==> config.mk <==
export PLATFORM = sky130hd
export DESIGN_NAME = sqrt_job_sequencer_flat
export DESIGN_NICKNAME = d
export VERILOG_FILES = /design/src/rtl/sqrt_job_sequencer_if.sv /design/src/rtl/sqrt_job_sequencer.sv /design/src/flat_wrapper.sv
export SDC_FILE = /design/constraint.sdc
export NUM_CORES = 1
export LEC_CHECK = 0
export ABC_CLOCK_PERIOD_IN_PS = 2300
export CORE_MARGIN = 1
export CORE_UTILIZATION = 55
export CTS_BUF_LIST = sky130_fd_sc_hd__clkbuf_4 sky130_fd_sc_hd__clkbuf_8
export CTS_CLUSTER_SIZE = 30
export DETAILED_ROUTE_END_ITERATION = 8
export GPL_ROUTABILITY_DRIVEN = 0
export PLACE_DENSITY = 0.82
export SLEW_MARGIN = 40
export SYNTH_ARGS = -nofsm -noshare
export SYNTH_HDL_FRONTEND = slang
export SYNTH_SLANG_ARGS = --single-unit
==> constraint.sdc <==
create_clock -name Clock -period 2.3 [get_ports Clock]
set_input_delay 0.69 -clock Clock [delete_from_list [all_inputs] [get_ports Clock]]
set_output_delay 0.69 -clock Clock [all_outputs]
set_load 0.02 [all_outputs]
==> src/rtl/sqrt_job_sequencer_if.sv <==
// Handshake bundle for sqrt_job_sequencer: operand stream in,
// calculator start/operand/root, result stream out.
interface sqrt_job_sequencer_if;
    logic       in_valid;
    logic       in_ready;
    logic [7:0] in_data;
    logic       S;
    logic [7:0] X;
    logic [7:0] sqrt_in;
    logic       out_valid;
    logic       out_ready;
    logic [7:0] out_data;
    logic [7:0] out_operand;
    logic       out_err;

    modport master (
        output in_valid, in_data, sqrt_in, out_ready,
        input  in_ready, S, X, out_valid, out_data,
        input  out_operand, out_err
    );

    modport slave (
        input  in_valid, in_data, sqrt_in, out_ready,
        output in_ready, S, X, out_valid, out_data,
        output out_operand, out_err
    );
endinterface

==> src/rtl/sqrt_job_sequencer.sv <==
// Queues operands and runs them one at a time through a fixed-latency sqrt unit.
// Optional range check of the returned root: define SQRT_SEQ_CHECK_EN.
module sqrt_job_sequencer #(
    parameter int FIFO_DEPTH  = 4,
    parameter int WAIT_CYCLES = 36
) (
    input logic                 Clock,
    input logic                 Reset,
    sqrt_job_sequencer_if.slave bus
);
    localparam int AW = (FIFO_DEPTH > 1) ? $clog2(FIFO_DEPTH) : 1;
    localparam int CW = $clog2(WAIT_CYCLES + 1);

    typedef enum logic [1:0] {
        IDLE,
        ISSUE,
        WAIT,
        HOLD
    } state_e;

    state_e        state_q;
    state_e        state_d;
    logic [7:0]    mem [FIFO_DEPTH];
    logic [AW-1:0] wr_ptr_q;
    logic [AW-1:0] rd_ptr_q;
    logic [AW:0]   count_q;
    logic [CW-1:0] wait_q;
    logic [7:0]    x_q;
    logic [7:0]    data_q;
    logic [7:0]    operand_q;
    logic          push;
    logic          pop;
    logic          load_x;
    logic          capture;
    logic          empty;

    // Ready looks only at the registered count, so a same-cycle pop never frees a slot early.
    assign bus.in_ready = count_q < (AW+1)'(FIFO_DEPTH);
    assign push         = bus.in_valid & bus.in_ready;
    assign empty        = (count_q == '0);

    assign bus.S           = (state_q == ISSUE);
    assign bus.X           = x_q;
    assign bus.out_valid   = (state_q == HOLD);
    assign bus.out_data    = data_q;
    assign bus.out_operand = operand_q;

    always_comb begin
        state_d = state_q;
        pop     = 1'b0;
        load_x  = 1'b0;
        capture = 1'b0;
        unique case (state_q)
            IDLE: begin
                if (!empty) begin
                    state_d = ISSUE;
                    load_x  = 1'b1;
                end
            end
            ISSUE: begin
                pop     = 1'b1;
                state_d = WAIT;
            end
            WAIT: begin
                if (wait_q == '0) begin
                    capture = 1'b1;
                    state_d = HOLD;
                end
            end
            HOLD: begin
                if (bus.out_ready) begin
                    state_d = IDLE;
                end
            end
            default: state_d = IDLE;
        endcase
    end

    always_ff @(posedge Clock or negedge Reset) begin
        if (!Reset) begin
            state_q   <= IDLE;
            wr_ptr_q  <= '0;
            rd_ptr_q  <= '0;
            count_q   <= '0;
            wait_q    <= '0;
            x_q       <= '0;
            data_q    <= '0;
            operand_q <= '0;
        end else begin
            state_q <= state_d;
            if (push) begin
                wr_ptr_q <= wr_ptr_q + AW'(1);
            end
            if (pop) begin
                rd_ptr_q <= rd_ptr_q + AW'(1);
            end
            case ({push, pop})
                2'b10:   count_q <= count_q + (AW+1)'(1);
                2'b01:   count_q <= count_q - (AW+1)'(1);
                default: count_q <= count_q;
            endcase
            // X is loaded on entry to ISSUE so it is valid alongside the S pulse.
            if (load_x) begin
                x_q <= mem[rd_ptr_q];
            end
            if (pop) begin
                wait_q <= CW'(WAIT_CYCLES - 1);
            end else if (state_q == WAIT && wait_q != '0) begin
                wait_q <= wait_q - CW'(1);
            end
            if (capture) begin
                data_q    <= bus.sqrt_in;
                operand_q <= x_q;
            end
        end
    end

    always_ff @(posedge Clock) begin
        if (push) begin
            mem[wr_ptr_q] <= bus.in_data;
        end
    end

`ifdef SQRT_SEQ_CHECK_EN
    logic [16:0] r17;
    logic [16:0] op17;
    logic [16:0] lo17;
    logic [16:0] hi17;
    logic        range_bad;
    logic        err_q;

    // 17 bits holds (255+1)^2 without overflow.
    always_comb begin
        r17       = {9'd0, bus.sqrt_in};
        op17      = {9'd0, x_q};
        lo17      = r17 * r17;
        hi17      = (r17 + 17'd1) * (r17 + 17'd1);
        range_bad = !((lo17 <= op17) && (op17 < hi17));
    end

    always_ff @(posedge Clock or negedge Reset) begin
        if (!Reset) begin
            err_q <= 1'b0;
        end else if (capture) begin
            err_q <= range_bad;
        end
    end

    assign bus.out_err = err_q;
`else
    assign bus.out_err = 1'b0;
`endif

endmodule

==> src/flat_wrapper.sv <==
// flat-port wrapper written by rule: the top's interface ports become plain ports
module sqrt_job_sequencer_flat 
#(
    parameter int FIFO_DEPTH  = 4,
    parameter int WAIT_CYCLES = 36
)
  (Clock, Reset, bus_in_valid, bus_in_data, bus_sqrt_in, bus_out_ready, bus_in_ready, bus_S, bus_X, bus_out_valid, bus_out_data, bus_out_operand, bus_out_err);
  sqrt_job_sequencer_if bus_i ();
  input logic Clock;
  input logic Reset;
  input wire logic [$bits(bus_i.in_valid)-1:0] bus_in_valid;
  input wire logic [$bits(bus_i.in_data)-1:0] bus_in_data;
  input wire logic [$bits(bus_i.sqrt_in)-1:0] bus_sqrt_in;
  input wire logic [$bits(bus_i.out_ready)-1:0] bus_out_ready;
  output wire logic [$bits(bus_i.in_ready)-1:0] bus_in_ready;
  output wire logic [$bits(bus_i.S)-1:0] bus_S;
  output wire logic [$bits(bus_i.X)-1:0] bus_X;
  output wire logic [$bits(bus_i.out_valid)-1:0] bus_out_valid;
  output wire logic [$bits(bus_i.out_data)-1:0] bus_out_data;
  output wire logic [$bits(bus_i.out_operand)-1:0] bus_out_operand;
  output wire logic [$bits(bus_i.out_err)-1:0] bus_out_err;
  assign bus_i.in_valid = bus_in_valid;
  assign bus_i.in_data = bus_in_data;
  assign bus_i.sqrt_in = bus_sqrt_in;
  assign bus_i.out_ready = bus_out_ready;
  assign bus_in_ready = bus_i.in_ready;
  assign bus_S = bus_i.S;
  assign bus_X = bus_i.X;
  assign bus_out_valid = bus_i.out_valid;
  assign bus_out_data = bus_i.out_data;
  assign bus_out_operand = bus_i.out_operand;
  assign bus_out_err = bus_i.out_err;
  sqrt_job_sequencer #(.FIFO_DEPTH(FIFO_DEPTH), .WAIT_CYCLES(WAIT_CYCLES)) u_core (.Clock(Clock), .Reset(Reset), .bus(bus_i));
endmodule
==> results.py <==
metrics = {
    "synthesis": {
        "syn_nets": 217,
        "synth_warnings": 0,
        "syn_area_um2": 2980,
        "synth.area.mux_share": 0.159,
        "synth-seq-cells": 71,
        "synth_xor_area_frac": 0.0235,
        "synth_top_family_by_area": "multiplexers",
        "synth_cell_types": 36,
        "syn_inst": 185,
        "yosys.area_share.simple": 0.0646,
        "synth-adder-area-share": 0.0528,
        "syn_avg_cell_area_um2": 16.1,
        "ys_seq_area_frac": 0.649,
        "synth-compound-area-share": 0.0222,
    },
    "sta": {
        "finClkSkew_ns": 0.00865,
        "fin_crit_sh": 0.958,
        "postLayoutSetupSlackWorst_ns": 0.0970,
        "holdWs_ns": 0.398,
        "setup_violations": 0,
        "rsz0062_at_grt": "no",
        "slew_headroom": 0.650,
        "worst_slew_pin_slew_ns": 0.525,
        "maxSlewViolCount": 0,
        "period_needed_ns": 2.20,
        "hold_violations": 0,
        "fmax_mhz": 454,
    },
    "clocking": {
        "path_clk_slew_ns": 0.07,
        "cts.htree.levels": 3,
        "post_cts_resized": 1,
        "cts_max_path_buffers": 2,
        "cts_tree": "done",
        "hold_buffers": 0,
        "post_cts_buffers": 0,
        "root_buffer": "clkbuf_8",
        "clock_latency_ns": 0.34,
        "tritoncts.num_buffers": 9,
        "cts_num_sinks": 71,
    },
    "outcome": {
        "status": "complete, no violations",
    },
    "routing": {
        "ant_nets": 0,
        "route.final.wire_length_mm": 4.72,
        "via_count": 1595,
        "dr.pass1.iters": 4,
        "post_drt_via_cell_ratio": 5.05,
        "drtIter0Drc": 84,
        "detail_route.wl_per_cell_um": 14.9,
        "remaining_drc_errors": 0,
    },
    "power": {
        "powerDensity_nw_per_um2": 1240,
        "total_leakage_power_uw": 0.00151,
        "ir_drop_mv": 0.574,
    },
    "setup_path": {
        "cp_max_fo": 4,
        "required_ns": 1.61,
        "crit_arrival_ns": 1.51,
        "worstSetupPathType": "register to output pin",
        "crit_path_start_kind": "register",
        "end_kind": "output pin",
    },
    "floorplanning": {
        "io_pins": 48,
        "rows": 26,
        "fp.coreArea_um2": 5170,
        "start_util": 0.577,
        "die-height_um": 75.7,
        "die_area_um2": 5720,
        "die_w_um": 75.7,
    },
    "job": {
        "drv_cap": 0,
    },
    "global_route": {
        "grt_pass1_wl_mm": 7.49,
        "grt_use_total": 0.188,
        "grt_max_degree": 40,
        "antenna_found_initial": 0,
        "gr-total-overflow": 0,
        "grt_pass1_vias": 1582,
    },
    "final_layout": {
        "final_common_cell": "clkdlybuf4s50_1",
        "synthToLayoutAreaGrowth_pct": 24.9,
        "diodes": 0,
        "seqCellArea_um2": 1940,
        "multi_input_area_um2": 966,
        "drive_gt1_frac": 0.183,
        "utilization": 0.721,
        "final_cells": 316,
        "final_area_um2": 3730,
        "nets": 273,
        "fillers": 326,
        "layout_common_cells": "clkdlybuf4s50_1, dfrtp_1, edfxtp_1",
    },
    "worst_hold_path": {
        "hold_path_class": "primary input to async pin",
    },
    "placed_design": {
        "placed_cell_area_um2": 3530,
        "place_inst": 300,
        "io_buffer_count": 46,
        "dpl_worst_slack_ns": -0.0485,
        "hpwlAfterDp_mm": 3.46,
    },
}
## layer usage
| layer | vias up | GRT usage | wire [µm] |
|---|---|---|---|
| li1 | 776 | - | - |
| met1 | 766 | 0.256 | 2240 |
| met2 | 43 | 0.282 | 2200 |
| met3 | 10 | 0.0397 | 189 |
| met4 | 0 | 0.111 | 86 |
| met5 | - | 0 | 0 |
## cells in the mapped netlist
cell       n  area share
o21ai_0    4      0.0067
nand2b_1   5       0.010
nor3_1     1      0.0017
buf_2      2      0.0034
nor4b_1    1      0.0029
edfxtp_1  32        0.32
buf_4      1      0.0025
mux2_1    16       0.060
fa_1       1      0.0067
mux2i_1    1      0.0034
nor3b_1    1      0.0025
nand3_2    1      0.0034
or4_1      1      0.0025
mux2_2     8       0.030
nand2_1    6      0.0075
xor2_1     2      0.0059
ha_1      11       0.046
xnor2_1    6       0.018
a22oi_1    1      0.0025
nand3b_1   1      0.0025
and2_1     4      0.0084
conb_1     1      0.0013
a21oi_1    2      0.0034
dfrtp_1   39        0.33
buf_6      1      0.0038
inv_1     11       0.014
mux4_2     8       0.060
clkbuf_1   3      0.0038
or4b_4     1      0.0046
mux2_4     1      0.0050
nor2b_1    1      0.0021
o21ai_4    1      0.0055
nor2_1     7      0.0088
nor4b_2    1      0.0050
o31ai_2    1      0.0042
nand4_1    1      0.0021
## registers in the layout, summed over array words and instances (netlist names)
signal                  flops
u_core.bus.X                8
u_core.bus.out_data         8
u_core.bus.out_operand      8
u_core.count_q              3
u_core.mem                 32
u_core.rd_ptr_q             2
u_core.state_q              2
u_core.wait_q               6
u_core.wr_ptr_q             2
## worst max-delay path, cell delays in order (launching register included)
cell and delay (ns):
dfrtp_1 0.39, ha_1 0.18, clkdlybuf4s50_1 0.60
## metrics by stage
stage / setup TNS [ns] / total power (µW)
after global placement: 0 / 3650
after global routing: 0 / 4930
after CTS: 0 / 4690
after detailed placement: -0.0561 / 3720
final: 0 / 4640
after floorplan: 0 / 3080
## logic make-up (layout without fill, tap and decap cells)
kind of cell | Yosys count | count (layout)
fa+ha+maj | 12 | 12
compound gates | 9 | 9
simple gates | 32 | 32
flops | 71 | 71
buf+inv | 18 | 79
mux | 34 | 34
other cells | 1 | 1
xor+xnor | 8 | 8
## path summary, 6_finish.rpt
kind / from / endpoint / slack (ns) / depth (start not counted)
worst max-delay path: u_core.state_q[1] / bus_out_valid / 0.1 / 2
worst min-delay path: Reset / u_core.bus.out_operand[7] / 0.40 / 2
worst max register to register: u_core.state_q[1] / u_core.count_q[2] / 0.38 / 9
worst min register to register: u_core.bus.out_data[0] / u_core.bus.out_data[0] / 0.50 / 1
max in group asynchronous: Reset / u_core.bus.X[2] / 1.56 / 2
min in group Clock: u_core.bus.out_data[0] / u_core.bus.out_data[0] / 0.50 / 1
## cell type report
type	instances	area share
Tap cell	70	0.0235
Timing Repair Buffer	52	0.134
Inverter	11	0.0111
Sequential cell	71	0.519
Clock inverter	5	0.0158
Multi-Input combinational cell	96	0.259
Clock buffer	11	0.0372
## power breakdown
part           leakage, µW  internal, µW  switching [µW]
Sequential        0.000767          1690             293
Clock            0.0000964           525             454
Combinational     0.000648           900             772
Note: power is estimated with default switching activity, not from simulation.
==> edit 1: new RTL, same flow settings <==
Add a define of `SQRT_SEQ_CHECK_EN`.
--- a/src/rtl/sqrt_job_sequencer.sv
+++ b/src/rtl/sqrt_job_sequencer.sv
@@ -1,4 +1,6 @@
 // Queues operands and runs them one at a time through a fixed-latency sqrt unit.
 // Optional range check of the returned root: define SQRT_SEQ_CHECK_EN.
+`define SQRT_SEQ_CHECK_EN
+
 module sqrt_job_sequencer #(
     parameter int FIFO_DEPTH  = 4,
Check against the original RTL: no difference found for any inputs over 10 cycles, from zero or initial values and one cycle with Reset low; that may be too few to reach the edited logic, so the function may still have changed.
==> edit 1 against the unedited design <==
- the flow now finishes with violations (setup timing)
- sequential cell count grew 1
- power up 140%
- non-clock buffer count rose by 144
- final cell count grew to 3.4 times the old value
- clock skew is 0.0040 ns higher
- sequential share of layout area fell by 31 points
- count of clock-buffer cells in the layout fell by 1
- cell area grew to 2.5 times the old value
- area after synthesis is 140% higher
- routed wire length rose to 4.3 times the old value
- worst hold slack got worse by 0.050 ns
- sequential power up 6%
- setup slack worse by 3.1 ns
- synthesized cell count grew to 3.9 times the old value
- critical endpoint is now u_core.bus.out_err
- largest power group is now combinational logic
==> edit 1: results (changes against the unedited design) <==
----------------------------------------------------
[Timing]
  Final setup margin ... -2.97 ns (-3.07 ns)
  Setup Viol. Count Final ... 1 (+1)
  Transition at the pin with the smallest max-transition slack ... 0.640 ns (+0.114 ns)

[Run status]
  Status ... complete, but fails checks
  Failing checks ... setup timing

[Placement]
  Placed cell areas ... 8950 µm² (+150%)
  Post-detail-place hpwl ... 15000 µm (+330%)

[Synth]
  Post-Syn Area per Cell ... 9.98 µm² (-38%)
  Adder and majority gate portion of the synthesized area ... 32.6% (+27 points)
  XOR/XNOR Fraction of Synth Area ... 4.65% (+2.3 points)
  Dominant cells by area after synthesis ... sky130_fd_sc_hd__fa_1 (17%), sky130_fd_sc_hd__ha_1 (16%), sky130_fd_sc_hd__dfrtp_1 (14%), sky130_fd_sc_hd__edfxtp_1 (13%), sky130_fd_sc_hd__inv_1 (7.5%)
  Fraction of registers with async set or reset after synthesis ... 55.6% (+0.63 points)

[GRT]
  Met1 global-route usage ... 36.2% (+11 points)
  First-pass GRT wire length ... 32300 µm (+330%)
  Global-route met2 utilization ... 56.0% (+28 points)
  Overall routing resource usage ... 31.6% (+13 points)
  Number of global-route vias before repair ... 6678 (+320%)
  Maximum number of pins on one net before global-route repair ... 28 (-30%)

[Clock tree]
  Clk slew on worst S/H paths ... 0.09 ns (+0.02 ns)
  Worst-Skew Late Latency ... 0.36 ns (+0.02 ns)

[Route]
  TritonRoute pass-1 iters ... 5 (+1)
  Initial DRC count ... 430 (+410%)

[Critical path]
  Cell family with the largest share of critical-path delay ... adder cells
  Worst path max stage delay ... 0.54 ns (-0.06 ns)

[Final layout]
  Total Nets Final ... 1082 (+300%)
  Finished Layout Cells ... 1089 (+240%)
  Layout cell share with drive strength beyond 1 ... 28.8% (+10 points)

[Power and ir drop]
  Maximum VDD drop ... 0.870 mV (+52%)
  Total leakage power ... 4.64 nW (+210%)
  Internal power of the cells ... 5.99 mW (+92%)

----------------------------------------------------
-- edit 1: cell types whose count changed after synthesis, sizes merged, moves of 25 or more --
cell,delta
fa,+60
ha,+78
inv,+132
nand2,+35
nor2,+32
o21ai,+25
-- edit 1: power groups by stage --
stage | Combinational [mW] | Clock, mW | Sequential (mW)
2_1_floorplan | 4.34 | 0 | 2.25
3_3_place_gp | 6.66 | 0 | 2.10
3_5_place_dp | 7.11 | 0 | 2.13
4_1_cts | 7.56 | 0.924 | 2.11
5_1_grt | 8.69 | 0.974 | 2.15
6_report | 7.99 | 0.911 | 2.11
-- edit 1: kinds of logic after synthesis --
group	after synthesis
flip-flops	72
other	2
buffers and inverters	161
AND/OR/NAND/NOR	164
adder cells (fa/ha/maj)	150
AO/OA/AOI/OAI	104
XOR/XNOR	38
multiplexers	26
-- edit 1: per-stage QoR --
step	power, mW	setup TNS, ns	setup slack (ns)
5_1_grt	11.8	-3.19	-3.19
3_3_place_gp	8.75	-3.64	-3.63
4_1_cts	10.6	-2.84	-2.84
3_5_place_dp	9.24	-3.88	-3.82
2_1_floorplan	6.58	-2.86	-2.86
6_report	11.0	-2.97	-2.97
-- edit 1: timing repair --
item / 4_1_cts / 5_1_grt
pin swaps: 39 / 21
gates resized for setup: 68 / 17
setup buffers: 19 / 1
endpoints found under the hold margin: 0 / 0
setup endpoints to repair: 2 / 1
-- edit 1: path summary, 6_finish.rpt --
path                                            from                   endpoint  slack [ns]
min in group Clock         u_core.bus.out_operand[6]  u_core.bus.out_operand[6]        0.49
hold / removal                                 Reset            u_core.bus.X[7]        0.35
hold reg to reg            u_core.bus.out_operand[6]  u_core.bus.out_operand[6]        0.49
setup / recovery                      bus_sqrt_in[0]         u_core.bus.out_err       -2.97
max in group asynchronous                      Reset  u_core.bus.out_operand[6]        1.36
setup reg to reg                     u_core.bus.X[2]         u_core.bus.out_err        0.14
-- edit 1: final cells by class --
type	count	area, µm²	share of cell area [%]
Tap cell	172	215	2.26
Clock buffer	10	131	1.38
Sequential cell	72	1960	20.6
Multi-Input combinational cell	489	4980	52.4
Clock inverter	6	42.5	0.448
Timing Repair Buffer	196	1620	17.1
Inverter	144	549	5.78
-- edit 1: per-layer routing --
metal	share of wire, %	up-vias
li1	-	2742
met1	37	3039
met2	52	304
met3	6.9	94
met4	4.7	0
met5	0	-
==> edit 2: new RTL, same flow settings <==
Made on the original files. Re-encode `state_e` (4 states) as one-hot, 4 bits wide.
--- a/src/rtl/sqrt_job_sequencer.sv
+++ b/src/rtl/sqrt_job_sequencer.sv
@@ -12,9 +12,9 @@
     localparam int CW = $clog2(WAIT_CYCLES + 1);
 
-    typedef enum logic [1:0] {
-        IDLE,
-        ISSUE,
-        WAIT,
-        HOLD
+    typedef enum logic [3:0] {
+        IDLE  = 4'b0001,
+        ISSUE = 4'b0010,
+        WAIT  = 4'b0100,
+        HOLD  = 4'b1000
     } state_e;
 
Formal check against the unedited RTL: same outputs for any inputs over 10 cycles, from zero or initial values and one cycle with Reset low; not proved beyond that.
==> edit 2 against the unedited design <==
- setup slack got worse by 0.031 ns
- sequential cell count rose by 2
- power rose by 1.1%
- count of clock-buffer cells in the layout fell by 2
- cell area rose by 6.6%
- final cell count rose by 3.5%
- area after synthesis rose by 2.9%
- routed wire length rose by 13%
- maximum frequency fell by 1.4%
- highest routed layer unchanged
==> edit 2: results (changes against the unedited design) <==
----------------------------------------------------
[Critical path]
  Worst path max stage delay ... 0.38 ns (-0.22 ns)
  Slowest cell on the critical path ... sky130_fd_sc_hd__dfrtp_1

[Timing]
  Transition at the pin with the smallest max-transition slack ... 0.569 ns (+0.0437 ns)
  Largest clock skew in the final design ... 0.00677 ns (-0.00188 ns)

[GRT]
  Overall routing resource usage ... 20.1% (+1.3 points)
  Met3 global-route usage ... 4.40% (+0.44 points)
  First-pass GRT wire length ... 8750 µm (+17%)
  Maximum number of pins on one net before global-route repair ... 42 (+5.0%)

[Synth]
  Post-synth cell types ... 37 (+2.8%)
  Most instantiated cells after synthesis ... sky130_fd_sc_hd__dfrtp_1 (40), sky130_fd_sc_hd__edfxtp_1 (32), sky130_fd_sc_hd__mux2_2 (14), sky130_fd_sc_hd__inv_1 (11), sky130_fd_sc_hd__mux2_4 (10)
  Fraction of registers with async set or reset after synthesis ... 56.2% (+1.2 points)
  Total nets after synthesis ... 215 (-0.92%)
  Post-synthesis sequential area ratio ... 64.8% (-0.15 points)
  Cells after synthesis ... 187 (+1.1%)

[Placement]
  Placed cell areas ... 3730 µm² (+5.7%)
  Post-detail-place hpwl ... 3730 µm (+7.8%)
  Post-Place Worst Slack ... -0.0297 ns (+0.0188 ns)
  Count of placed standard cells including taps ... 311 (+3.7%)

[Run status]
  Status ... finished clean

[Power and ir drop]
  Total leakage power ... 1.66 nW (+10%)
  Maximum VDD drop ... 0.718 mV (+25%)

[Route]
  TritonRoute pass-1 iters ... 5 (+1)
  M1 WL ... 2400 µm (+6.8%)
  Length of routed met3 wiring ... 229 µm (+21%)
  Detail-routed net length per standard cell ... 16.3 µm (+8.9%)
  Initial DRC count ... 75 (-11%)

[Final layout]
  Total Nets Final ... 280 (+2.6%)
  Finished Layout Cells ... 327 (+3.5%)

[Clock tree]
  Post-CTS Resized ... 6 (+5)

----------------------------------------------------
[edit 2: cell count changes in the layout (fill, tap and decap cells not counted), sizes merged, moves of 3 or more]
cell | unedited run | this run
buf | 7 | 16
nor2 | 7 | 4
nand2b | 5 | 1
mux2i | 1 | 6
o211ai | 0 | 3
nor2b | 1 | 4
ha | 11 | 7
[edit 2: final timing paths]
check	start	end	slack [ns]	depth (start not counted)
setup reg to reg	u_core.state_q[3]	u_core.count_q[2]	0.11	9
hold / removal	Reset	u_core.bus.X[3]	0.40	2
min in group Clock	u_core.wait_q[4]	u_core.wait_q[4]	0.50	1
max in group asynchronous	Reset	u_core.state_q[0]	1.53	2
hold reg to reg	u_core.wait_q[4]	u_core.wait_q[4]	0.50	1
setup / recovery	u_core.state_q[1]	bus_out_valid	0.07	3
[edit 2: logic make-up after synthesis]
family	count (synthesis)	share of synthesized area [%]
AOI/OAI and AO/OA	12	2.73
xor gates and xnor gates	6	1.71
other	1	0.122
adders and majority gates	8	3.50
and+or+nand+nor	32	6.81
DFF	73	64.8
buffers and inverters	17	2.53
muxes	38	17.8
[edit 2: report_power, final]
group          switching, mW  leakage, nW  total (mW)  internal (mW)
clock                  0.469        0.124        1.19          0.722
combinational          0.703        0.749        1.55          0.849
sequential             0.264        0.793        1.95           1.68
[edit 2: area by class of cell]
| class | count | area (µm²) |
|---|---|---|
| Multi-Input combinational cell | 97 | 1020 |
| Inverter | 11 | 45.0 |
| Timing Repair Buffer | 60 | 592 |
| Fill cell | 309 | 1260 |
| Tap cell | 70 | 87.6 |
| Sequential cell | 73 | 1990 |
| Clock inverter | 7 | 118 |
| Clock buffer | 9 | 124 |
